`src/rtl/uart_frame_pkg.sv`:
```
// Shared constants, state encoding and the frame validation helper for uart_frame_rx.
package uart_frame_pkg;

  localparam logic [7:0] SYNC_BYTE     = 8'hA5;
  localparam logic [7:0] TYPE_MOVE     = 8'h01;
  localparam logic [7:0] TYPE_NEW_GAME = 8'h02;
  localparam logic [3:0] PLAYER_X      = 4'd1;
  localparam logic [3:0] PLAYER_O      = 4'd2;
  localparam logic [3:0] MAX_CELL      = 4'd8;

  localparam logic [2:0] ERR_NONE    = 3'd0;
  localparam logic [2:0] ERR_CHK     = 3'd1;
  localparam logic [2:0] ERR_TYPE    = 3'd2;
  localparam logic [2:0] ERR_ARG     = 3'd3;
  localparam logic [2:0] ERR_TIMEOUT = 3'd4;

  typedef enum logic [1:0] {
    S_HUNT = 2'd0,
    S_TYPE = 2'd1,
    S_ARG  = 2'd2,
    S_CHK  = 2'd3
  } state_e;

  // Checksum outranks type, which outranks argument range.
  function automatic logic [2:0] frame_check(input logic [7:0] typ,
                                             input logic [7:0] arg,
                                             input logic [7:0] chk);
    logic [2:0] code;
    if (chk != (typ ^ arg)) begin
      code = ERR_CHK;
    end else if ((typ != TYPE_MOVE) && (typ != TYPE_NEW_GAME)) begin
      code = ERR_TYPE;
    end else if (typ == TYPE_MOVE) begin
      if (((arg[7:4] != PLAYER_X) && (arg[7:4] != PLAYER_O)) || (arg[3:0] > MAX_CELL)) begin
        code = ERR_ARG;
      end else begin
        code = ERR_NONE;
      end
    end else if (arg != 8'h00) begin
      code = ERR_ARG;
    end else begin
      code = ERR_NONE;
    end
    return code;
  endfunction

endpackage

```
`src/rtl/uart_frame_timer.sv`:
```
// Inter-byte timeout counter: clear wins over enable; expire flags the final idle cycle.
module uart_frame_timer
  import uart_frame_pkg::*;
#(
  parameter int TIMEOUT_CYC = 2_000_000,
  parameter int TO_BITS     = 21
) (
  input  logic clk,
  input  logic reset,
  input  logic clr_i,
  input  logic en_i,
  output logic expire_o
);

  localparam logic [TO_BITS-1:0] LAST_CNT = TO_BITS'(TIMEOUT_CYC - 1);
  localparam logic [TO_BITS-1:0] ONE_CNT  = TO_BITS'(1);

  logic [TO_BITS-1:0] cnt_q;
  logic [TO_BITS-1:0] cnt_d;

  // Next count.
  always_comb begin
    cnt_d = cnt_q;
    if (clr_i) begin
      cnt_d = '0;
    end else if (en_i) begin
      cnt_d = cnt_q + ONE_CNT;
    end else begin
      cnt_d = cnt_q;
    end
  end

  // Count register.
  always_ff @(posedge clk) begin
    if (reset) begin
      cnt_q <= '0;
    end else begin
      cnt_q <= cnt_d;
    end
  end

  assign expire_o = en_i & ~clr_i & (cnt_q == LAST_CNT);

endmodule

```
`src/rtl/uart_frame_rx.sv`:
```
// Parses SYNC/TYPE/ARG/CHK game frames popped from a FWFT RX FIFO.
// Optional frame statistics counters are built when UART_FRAME_STATS_EN is defined.
module uart_frame_rx
  import uart_frame_pkg::*;
#(
  parameter int TIMEOUT_CYC = 2_000_000,
  parameter int TO_BITS     = 21
) (
  input  logic       clk,
  input  logic       reset,
  input  logic       rx_empty,
  input  logic [7:0] r_data,
  output logic       rd_uart,
  output logic       move_valid,
  output logic [3:0] move_cell,
  output logic [1:0] move_player,
  output logic       new_game,
  output logic       err,
  output logic [2:0] err_code,
  output logic [7:0] frames_ok,
  output logic [7:0] frames_err
);

  state_e     state_q, state_d;
  logic [7:0] type_q, type_d;
  logic [7:0] arg_q, arg_d;
  logic       move_valid_q, move_valid_d;
  logic       new_game_q, new_game_d;
  logic       err_q, err_d;
  logic [2:0] err_code_q, err_code_d;
  logic [3:0] move_cell_q, move_cell_d;
  logic [1:0] move_player_q, move_player_d;
  logic       pop_s;
  logic       expire_s;
  logic [2:0] code_s;

  // Holding rd_uart low in reset keeps the FIFO head intact.
  assign pop_s   = ~rx_empty & ~reset;
  assign rd_uart = pop_s;
  assign code_s  = frame_check(type_q, arg_q, r_data);

  uart_frame_timer #(
    .TIMEOUT_CYC (TIMEOUT_CYC),
    .TO_BITS     (TO_BITS)
  ) u_timer (
    .clk      (clk),
    .reset    (reset),
    .clr_i    (pop_s | (state_q == S_HUNT)),
    .en_i     (rx_empty & (state_q != S_HUNT)),
    .expire_o (expire_s)
  );

  // Frame FSM next-state and registered-output logic.
  always_comb begin
    state_d       = state_q;
    type_d        = type_q;
    arg_d         = arg_q;
    move_valid_d  = 1'b0;
    new_game_d    = 1'b0;
    err_d         = 1'b0;
    err_code_d    = err_code_q;
    move_cell_d   = move_cell_q;
    move_player_d = move_player_q;
    case (state_q)
      S_HUNT: begin
        if (pop_s && (r_data == SYNC_BYTE)) begin
          state_d = S_TYPE;
        end else begin
          state_d = S_HUNT;
        end
      end
      S_TYPE, S_ARG, S_CHK: begin
        if (pop_s) begin
          if (state_q == S_TYPE) begin
            type_d  = r_data;
            state_d = S_ARG;
          end else if (state_q == S_ARG) begin
            arg_d   = r_data;
            state_d = S_CHK;
          end else begin
            state_d = S_HUNT;
            if (code_s != ERR_NONE) begin
              err_d      = 1'b1;
              err_code_d = code_s;
            end else if (type_q == TYPE_MOVE) begin
              move_valid_d  = 1'b1;
              move_cell_d   = arg_q[3:0];
              move_player_d = arg_q[5:4];
            end else begin
              new_game_d = 1'b1;
            end
          end
        end else if (expire_s) begin
          state_d    = S_HUNT;
          err_d      = 1'b1;
          err_code_d = ERR_TIMEOUT;
        end else begin
          state_d = state_q;
        end
      end
      default: begin
        state_d = S_HUNT;
      end
    endcase
  end

  // State and output registers.
  always_ff @(posedge clk) begin
    if (reset) begin
      state_q       <= S_HUNT;
      type_q        <= 8'h00;
      arg_q         <= 8'h00;
      move_valid_q  <= 1'b0;
      new_game_q    <= 1'b0;
      err_q         <= 1'b0;
      err_code_q    <= 3'd0;
      move_cell_q   <= 4'd0;
      move_player_q <= 2'd0;
    end else begin
      state_q       <= state_d;
      type_q        <= type_d;
      arg_q         <= arg_d;
      move_valid_q  <= move_valid_d;
      new_game_q    <= new_game_d;
      err_q         <= err_d;
      err_code_q    <= err_code_d;
      move_cell_q   <= move_cell_d;
      move_player_q <= move_player_d;
    end
  end

  assign move_valid  = move_valid_q;
  assign new_game    = new_game_q;
  assign err         = err_q;
  assign err_code    = err_code_q;
  assign move_cell   = move_cell_q;
  assign move_player = move_player_q;

`ifdef UART_FRAME_STATS_EN
  logic [7:0] frames_ok_q, frames_ok_d;
  logic [7:0] frames_err_q, frames_err_d;

  // Saturating counters step alongside the strobes they count.
  always_comb begin
    frames_ok_d  = frames_ok_q;
    frames_err_d = frames_err_q;
    if ((move_valid_d || new_game_d) && (frames_ok_q != 8'hFF)) begin
      frames_ok_d = frames_ok_q + 8'd1;
    end else begin
      frames_ok_d = frames_ok_q;
    end
    if (err_d && (frames_err_q != 8'hFF)) begin
      frames_err_d = frames_err_q + 8'd1;
    end else begin
      frames_err_d = frames_err_q;
    end
  end

  // Statistics registers.
  always_ff @(posedge clk) begin
    if (reset) begin
      frames_ok_q  <= 8'd0;
      frames_err_q <= 8'd0;
    end else begin
      frames_ok_q  <= frames_ok_d;
      frames_err_q <= frames_err_d;
    end
  end

  assign frames_ok  = frames_ok_q;
  assign frames_err = frames_err_q;
`else
  assign frames_ok  = 8'd0;
  assign frames_err = 8'd0;
`endif

endmodule

```
`config.mk`:
```
export PLATFORM = sky130hd
export DESIGN_NAME = uart_frame_rx
export DESIGN_NICKNAME = d
export VERILOG_FILES = /design/src/rtl/uart_frame_pkg.sv /design/src/rtl/uart_frame_timer.sv /design/src/rtl/uart_frame_rx.sv
export SDC_FILE = /design/constraint.sdc
export NUM_CORES = 1
export LEC_CHECK = 0
export ABC_AREA = 1
export BUFFER_PORTS_ARGS = -buffer_cell sky130_fd_sc_hd__buf_2
export CAP_MARGIN = 20
export CORE_ASPECT_RATIO = 1.75
export CORE_MARGIN = 2
export CORE_UTILIZATION = 51
export DETAILED_ROUTE_END_ITERATION = 10
export GPL_TIMING_DRIVEN = 0
export PLACE_DENSITY = 0.85
export SKIP_LAST_GASP = 1
export SLEW_MARGIN = 40
export SYNTH_ARGS = -nofsm -noshare
export SYNTH_HDL_FRONTEND = slang
export SYNTH_SLANG_ARGS = --single-unit
```
`constraint.sdc`:
```
create_clock -name clk -period 1.6 [get_ports clk]
set_input_delay 0.32 -clock clk [delete_from_list [all_inputs] [get_ports clk]]
set_output_delay 0.32 -clock clk [all_outputs]
set_load 0.02 [all_outputs]
```
==> out/results.txt, run 1 <==
The max-slew violation total from the final report is 0. The area share of the largest cell type after synthesis came out at 37.2%. After synthesis the netlist holds a flip-flop and latch count of 51. From left edge to right edge, the die measures 59.4 um. The number of buffers and inverters on the critical path is 3. The clock net in this run drives a total of 51 sinks. In this run switching power makes up 24.7% of total power.

Across all register-to-register paths, the minimum setup slack is -0.09 ns. The detailed router placed 2848 vias in this run. The minimum clock period is 1.69 ns, and the number of distinct library cells after synthesis is 31.

The critical path goes through inv_2 -> ha_4 -> inv_4 -> nand2_4 -> nor3_4 -> nand2_2 -> inv_2 -> nand3_4 -> nor2_4 -> nand2_2 -> xor2_1 -> nor2_1. The synthesized design spends more area on one cell type than any other, namely sky130_fd_sc_hd__dfxtp_1. The run gives 404 as the number of instances in the synthesized netlist. The share of power burned in registers was 58.6%; the detailed-router iteration count before antenna repair was 4. The number of placed cells counting well taps is 497, and the peak supply drop is 474 uV.

The worst endpoint required time is 1.79 ns. In the final routed layout, each cell accounts on average for 13.9 um. In this design, the stage delay of the slowest critical-path cell is 0.36 ns.

The checks that failed: setup timing. Root cell of the clock tree: sky130_fd_sc_hd__clkbuf_8. With fillers left out, the area of the finished cells amounts to 3560 um2.

The Yosys step of the flow raised 0 warnings. After clock tree synthesis, the clock-pin slew on the worst setup and hold paths is 0.09 ns. Pin placement for this block handled 40 I/O pins.

The number of antenna violations at the first check in global routing came out at 0. Entering global routing, the biggest net connects 16 pins. The final layout contains routed wiring with a total length of 7390 um. The clock power share came out at 34.3%. Sequential elements use 37.2% of the synthesized area.

The slowest library cell on the worst path is sky130_fd_sc_hd__dfxtp_2. For the placer's final routability congestion estimate, the log shows 0.959. The internal power of the cells totals 1.62 mW. The floorplan step defined a die boundary enclosing 6010 um2.

Setup repair after global routing could not meet its margin everywhere. Static timing analysis puts the maximum clock frequency at 593 MHz. Commonest non-fill, non-tap cell in the layout: sky130_fd_sc_hd__nand2_1.

Clock skew on the completed layout was measured at 0.0102 ns. Remaining routing DRC violations: 0. The die boundary height is 101 um. The transition time of the tightest slew-check pin is 0.536 ns, and the placeable core area is 5210 um2.

Leaving out fill and tap cells, the most frequent cells in the layout are 89 x sky130_fd_sc_hd__nand2_1, 42 x sky130_fd_sc_hd__inv_1, 40 x sky130_fd_sc_hd__buf_4. The class of the worst hold path was input port to flip-flop. The kind of critical path is flip-flop to flip-flop.

The final setup violation count came out at 5. The sequential cells in the finished layout cover a total of 1050 um2. TritonCTS built the clock tree.

The run gives 2 as the maximum level of the CTS H-tree. The run finished, with violations left. In this run the power spent charging and discharging nets is 532 uW.

The placed instance area came out at 3000 um2. The hold violation total from the final report was 0; the via count normalized by instance count was 5.37. Detailed placement ended at an HPWL of 4790 um.

Summing all multi-input logic gate instances after layout gives 1640 um2. The clock passes through at most 2 buffers. Headroom to the max-slew limit came out at 64.3%.

Final hold analysis gives a worst-case slack of 0.245 ns. The run gives 0 as the leftover overflow at the end of global routing. In this run the worst path has a maximum fanout of 4.

For the count of antenna diodes in the layout, the log shows 0. The mapped netlist covers 2740 um2. The total of fill cells in the finished design is 403, and the final worst setup slack is -0.0867 ns.

The number of antenna-violating nets in the routed design is 0. The number of standard cells in the layout, taps in and fillers out came out at 530. The later pin in the worst-skew pair is clocked with a latency of 0.31 ns. For this block, the initial DRC count from the detailed router was 213. Relative to the synthesized area, the layout overhead comes to 29.9%. Global-route wire length before repair: 11200 um.

Dividing total power by cell area gives a power density of 604 nW/um2. The effective utilization at floorplan was 52.7%; the overall routing resource usage was 23.9%. In this run the mean area of a mapped cell was 6.79 um2. The logs give 2.15 mW for the overall power consumption and 7.1% for the combinational cell fraction of total power.

In the final design database the tool counted 490 nets. In the finished design, the share of the clock period the worst path needs comes to 105%. The number of rows in the core area came out at 35. The tools report the number of CTS-inserted buffers as 5. Of the cells placed in the final design, the portion with a size suffix greater than 1 is 36.8%. The via count of the first global-routing pass is 2700, and the standby leakage power is 1.56 nW. The startpoint class of the critical path was a flip-flop. Sort of element at the end of the critical path: a flip-flop. Yosys attributes the largest share of cell area to sky130_fd_sc_hd__dfxtp_1 37%, sky130_fd_sc_hd__nand2_1 15%, sky130_fd_sc_hd__inv_1 7.5%.

Broken down by cell family, the worst path's largest delay share belongs to simple AND/OR/NAND/NOR gates. The logs give 1.87 ns for the data arrival time of the critical path and 0 for the max-cap violation count. Port buffering added 23 buffers.
worst register-to-register path: stages (launching register included):
cell	delay [ns]
sky130_fd_sc_hd__dfxtp_2	0.36
sky130_fd_sc_hd__inv_2	0.05
sky130_fd_sc_hd__ha_4	0.16
sky130_fd_sc_hd__inv_4	0.06
sky130_fd_sc_hd__nand2_4	0.07
sky130_fd_sc_hd__nor3_4	0.14
sky130_fd_sc_hd__nand2_2	0.09
sky130_fd_sc_hd__inv_2	0.09
sky130_fd_sc_hd__nand3_4	0.09
sky130_fd_sc_hd__nor2_4	0.19
sky130_fd_sc_hd__nand2_2	0.07
sky130_fd_sc_hd__xor2_1	0.14
sky130_fd_sc_hd__nor2_1	0.05
registers in the layout, indices dropped and copies added (netlist names):
signal,cells
new_game,1
state_q,2
arg_q,8
move_cell,4
move_valid,1
type_q,8
move_player,2
u_timer.cnt_q,21
err_code,3
err,1
kinds of logic (layout without fill, tap and decap cells):
family | count (synthesis) | after routing | share of synthesized area [%]
compound gates | 55 | 55 | 11.1
xor+xnor | 6 | 6 | 1.92
fa+ha+maj | 5 | 5 | 2.28
buf+inv | 86 | 142 | 14.0
flops | 51 | 51 | 37.2
other cells | 1 | 16 | 0.137
simple gates | 200 | 200 | 33.3
metrics by stage:
step,worst slack [ns],util [%],TNS (ns)
final,-0.0867,68.4,-0.188
after global placement,-0.155,57.6,-1.68
after global routing,-0.151,68.4,-1.82
after detailed placement,-0.213,57.6,-2.82
after CTS,-0.0683,62.7,-0.177
after floorplan,0.0210,-,0
power groups by stage:
stage          logic, mW  clock network, mW  registers, mW
6_report           0.153              0.738           1.26
5_1_grt            0.165              0.798           1.26
4_1_cts            0.143              0.739           1.27
3_3_place_gp       0.139                  0           1.30
3_5_place_dp       0.140                  0           1.30
2_1_floorplan      0.101                  0           1.30
cell usage after synthesis, drive strengths merged:
master,number
nor2,41
o31ai,8
conb,1
nor3b,3
inv,65
xor2,6
a211oi,2
dfxtp,51
ha,5
o21ai,18
o211ai,2
buf,17
clkbuf,4
nor4,1
nand3,22
nand2,111
nand2b,1
nor3,11
or2,1
nand4,9
a21oi,25
worst paths after layout:
kind                      from           endpoint  cells past startpoint
max                 state_q[0]  u_timer.cnt_q[18]                     12
min                  r_data[1]          type_q[1]                      3
max reg2reg         state_q[0]  u_timer.cnt_q[18]                     12
min reg2reg  u_timer.cnt_q[19]  u_timer.cnt_q[19]                      2
routing by layer:
metal  vias up  part of all wire, %  GRT usage [%]
met5         -                    0              0
li1       1388                    -              -
met3        33                  3.7           2.95
met4         0                  3.8           16.4
met2        92                   59           45.0
met1      1335                   34           22.4
timing repair:
item,in CTS,in global routing
buffers inserted,13,12
hold buffers,0,0
pin swaps,15,30
resized for setup,24,80
endpoints found under the setup margin,38,40
final cells by class:
cell class | count | share of cell area, %
clock buffer | 6 | 2.04
clock inverter | 2 | 0.351
inverter | 65 | 7.27
timing repair buffer | 48 | 8.71
tap | 55 | 1.93
multi-input combinational | 282 | 46.1
buffer | 21 | 4.04
sequential | 51 | 29.6
(Power assumes the default switching activity.)
==> inputs of run 2 (changes only) <==
--- a/config.mk
+++ b/config.mk
@@ -8,12 +8,13 @@
 export ABC_AREA = 1
 export BUFFER_PORTS_ARGS = -buffer_cell sky130_fd_sc_hd__buf_2
 export CAP_MARGIN = 20
+export CELL_PAD_IN_SITES_DETAIL_PLACEMENT = 1
+export CELL_PAD_IN_SITES_GLOBAL_PLACEMENT = 1
 export CORE_ASPECT_RATIO = 1.75
 export CORE_MARGIN = 2
-export CORE_UTILIZATION = 51
+export CORE_UTILIZATION = 40
 export DETAILED_ROUTE_END_ITERATION = 10
-export GPL_TIMING_DRIVEN = 0
-export PLACE_DENSITY = 0.85
+export PLACE_DENSITY = 0.89
 export SKIP_LAST_GASP = 1
 export SLEW_MARGIN = 40
 export SYNTH_ARGS = -nofsm -noshare
==> constraint.sdc (replaced) <==
create_clock -name clk -period 1.8 [get_ports clk]
set_input_delay 0.36 -clock clk [delete_from_list [all_inputs] [get_ports clk]]
set_output_delay 0.36 -clock clk [all_outputs]
set_load 0.02 [all_outputs]
==> run 2 against run 1 <==
Against the previous run: the run now ends clean; clock skew is 0.0028 ns lower; non-clock buffer count down 31; utilization fell by 20 points; via count shrank 5.9%; sequential share of layout area grew 2.2 points; sequential power shrank 10%; routed wire length up 6.7%; power grew 4.7%; die area up 26%; worst setup slack gained 0.17 ns; first-iteration DRC count decreased by 32%; register-to-register slack gained 0.17 ns; critical path type unchanged.
==> out/results.txt, run 2 (synthesized netlist as in run 1, its figures left out) <==
The logs give 0 for the hold buffer count at CTS and 7880 um for the routed wire length. Clock-pin slew was measured on the worst setup and hold paths at 0.07 ns. The number of antenna diodes in the final layout is 0. TritonCTS built the clock tree. The total of fill cells in the finished design is 903. The number of antenna violations at the first check in global routing was 0. The register with the most flip-flops is u_timer.cnt_q.

The share of the clock period used by the worst path after layout works out to 95.2%. In this run the vertical extent of the chip is 114 um. The hold violation total from the final report is 0, and the standby leakage power is 1.41 nW. STA puts the critical path data required time at 2.00 ns. Clock tree synthesis selected as its root buffer the cell sky130_fd_sc_hd__clkbuf_16.

The via count normalized by instance count is 5.08, and the placeable core area is 6760 um2. The via count of the first global-routing pass is 2814. In the post-route analysis, the smallest setup slack over all paths is 0.0863 ns. The first detailed-routing pass ran for 4 iterations.

No sink is reached through more buffers than the 2 on the longest clock path. Static timing analysis puts the maximum clock frequency at 584 MHz. The data arrival time of the critical path is 1.91 ns, and the number of flip-flops in the largest register is 21.

The max-slew violation total from the final report came out at 0. For the leftover overflow at the end of global routing, the log shows 0. The worst setup timing slack at the placement stage is -0.0427 ns.

Dividing the detail-routed wire length by the instance count gives 14.9 um. The initial utilization of the core area, before any placement, comes to 40.6%. In the global route stage, overall resource usage came out at 21.7%. In this run the critical register-to-register path is launched from state_q[0]. At the end of routability-driven placement, the weighted congestion stood at 0.828. During I/O placement, the number of pins put on the boundary was 40. Setup repair after global routing could not meet its margin everywhere. The critical path is of the flip-flop to flip-flop type.

For this run, design rule violations remaining after detail routing come to 0. Summed over all nets, the half-perimeter wirelength after detailed placement is 5860 um. Slowest library cell on the worst path: sky130_fd_sc_hd__dfxtp_2.

Class of the worst hold path: input port to flip-flop. The flow ran to the end, and the final reports show no timing, DRC or antenna violations. The initialized floorplan defines 40 standard-cell rows. The worst-case IR drop observed on VDD is 494 uV. The layout overhead on the synthesized area was 18.0%; the via count was 2680. The endpoint of the lowest-slack register-to-register path was u_timer.cnt_q[18]. The floorplan step defined a die boundary enclosing 7560 um2. Summing internal, switching and leakage power gives 2.25 mW.

The tools report the final setup violation count as 0. The die is 66.6 um wide. The clock drives 51 sinks. The number of cells on the worst hold path was 3; the number of nets in the finished design was 459.

Counting cells, the worst reg-to-reg path comes to 12. The worst setup path is launched from a flip-flop. The tools report the hold path startpoint as r_data[1]. The post-route netlist has 20.5% of its cells at a drive strength greater than 1. Leaving out fill and tap cells, the most frequent cell in the layout is sky130_fd_sc_hd__nand2_1.

The number of antenna-violating nets in the routed design is 0. For this design the ratio of total power to cell area is 696 nW/um2. STA classifies the critical path endpoint as a flip-flop. Across all register-to-register paths, the minimum setup slack is 0.09 ns.

The clock skew after layout was 0.00732 ns; the minimum clock period was 1.71 ns. At the later pin of the worst-skew pair, clock insertion delay measures 0.30 ns. Buffers placed on the I/O ports in this run total 23. The destination of the worst hold path was type_q[1]. In the layout the commonest cells are 101 x sky130_fd_sc_hd__nand2_1, 51 x sky130_fd_sc_hd__inv_1, 46 x sky130_fd_sc_hd__dfxtp_1. The critical path goes through inv_2 -> ha_4 -> inv_4 -> nand2_4 -> nor3_4 -> nand2_2 -> inv_2 -> nand3_4 -> nor2_4 -> nand2_2 -> xor2_1 -> nor2_1. Counting the buffers created by CTS gives 5. The largest registers in the layout are u_timer.cnt_q x21, arg_q x8, type_q x8. The max-cap violation count is 0.

The maximum net fanout on the critical path was 4. The maximum single-stage delay on the critical path is 0.36 ns. In this run, the number of DRC markers left after iteration 0 of detailed routing was 144. The H-tree was split into 2 levels.

Entering global routing, the biggest net connects 17 pins. For the global-route wire length before repair, the log shows 12600 um.
## run 2: repair_timing
action,CTS,global route
gates resized for setup,3,28
pin swaps,1,9
setup endpoints to repair,7,19
buffers inserted,0,5
## run 2: cell type report
class,count,area [um2],share of cell area (%)
clock buffers,6,139,4.29
clock inverters,2,16.3,0.503
inverters,65,246,7.61
multi-input cells,282,1470,45.5
flip-flops and latches,51,1030,31.8
well taps,84,105,3.25
repair buffers,38,228,7.04
## run 2: how the worst max path moves through the flow
stage                          start           endpoint  slack (ns)  depth (start not counted)
after global placement    state_q[1]  u_timer.cnt_q[18]        0.08                         12
final                     state_q[0]  u_timer.cnt_q[18]        0.09                         12
after detailed placement  state_q[0]  u_timer.cnt_q[18]       -0.04                         12
after global routing       type_q[3]        err_code[1]       -0.06                         12
after CTS                 state_q[0]  u_timer.cnt_q[19]       0.005                         12
after floorplan           state_q[0]  u_timer.cnt_q[18]        0.08                         12
## run 2: worst max-delay path, delay by kind of cell (launching register included)
kind          cells  cell delay [ns]
buf+inv           3             0.21
xor+xnor          1             0.13
simple gates      7             0.74
flops             1             0.36
fa+ha+maj         1             0.17
## run 2: metal layers
metal,GRT usage [%],vias up,routed length (um)
li1,-,1325,-
met1,18.7,1290,2670
met2,45.8,48,4720
met3,3.85,17,226
met4,7.89,0,270
met5,0,-,0
## run 2: through the flow
stage               std cells  util (%)  TNS (ns)  hold WS (ns)  cell area, um2
global placement          515      43.7         0         0.427            2960
detailed placement        515      43.7   -0.0755         0.461            2960
floorplan                 419         -         0         0.418            2800
finish                    528      47.9         0         0.312            3240
CTS                       523      46.1         0         0.321            3110
global route              528      47.9    -0.252         0.322            3240
## run 2: power breakdown
part	total [mW]	internal [mW]	switching, mW
logic	0.108	0.0258	0.0819
registers	1.13	1.13	0.0000271
clock network	1.02	0.557	0.464
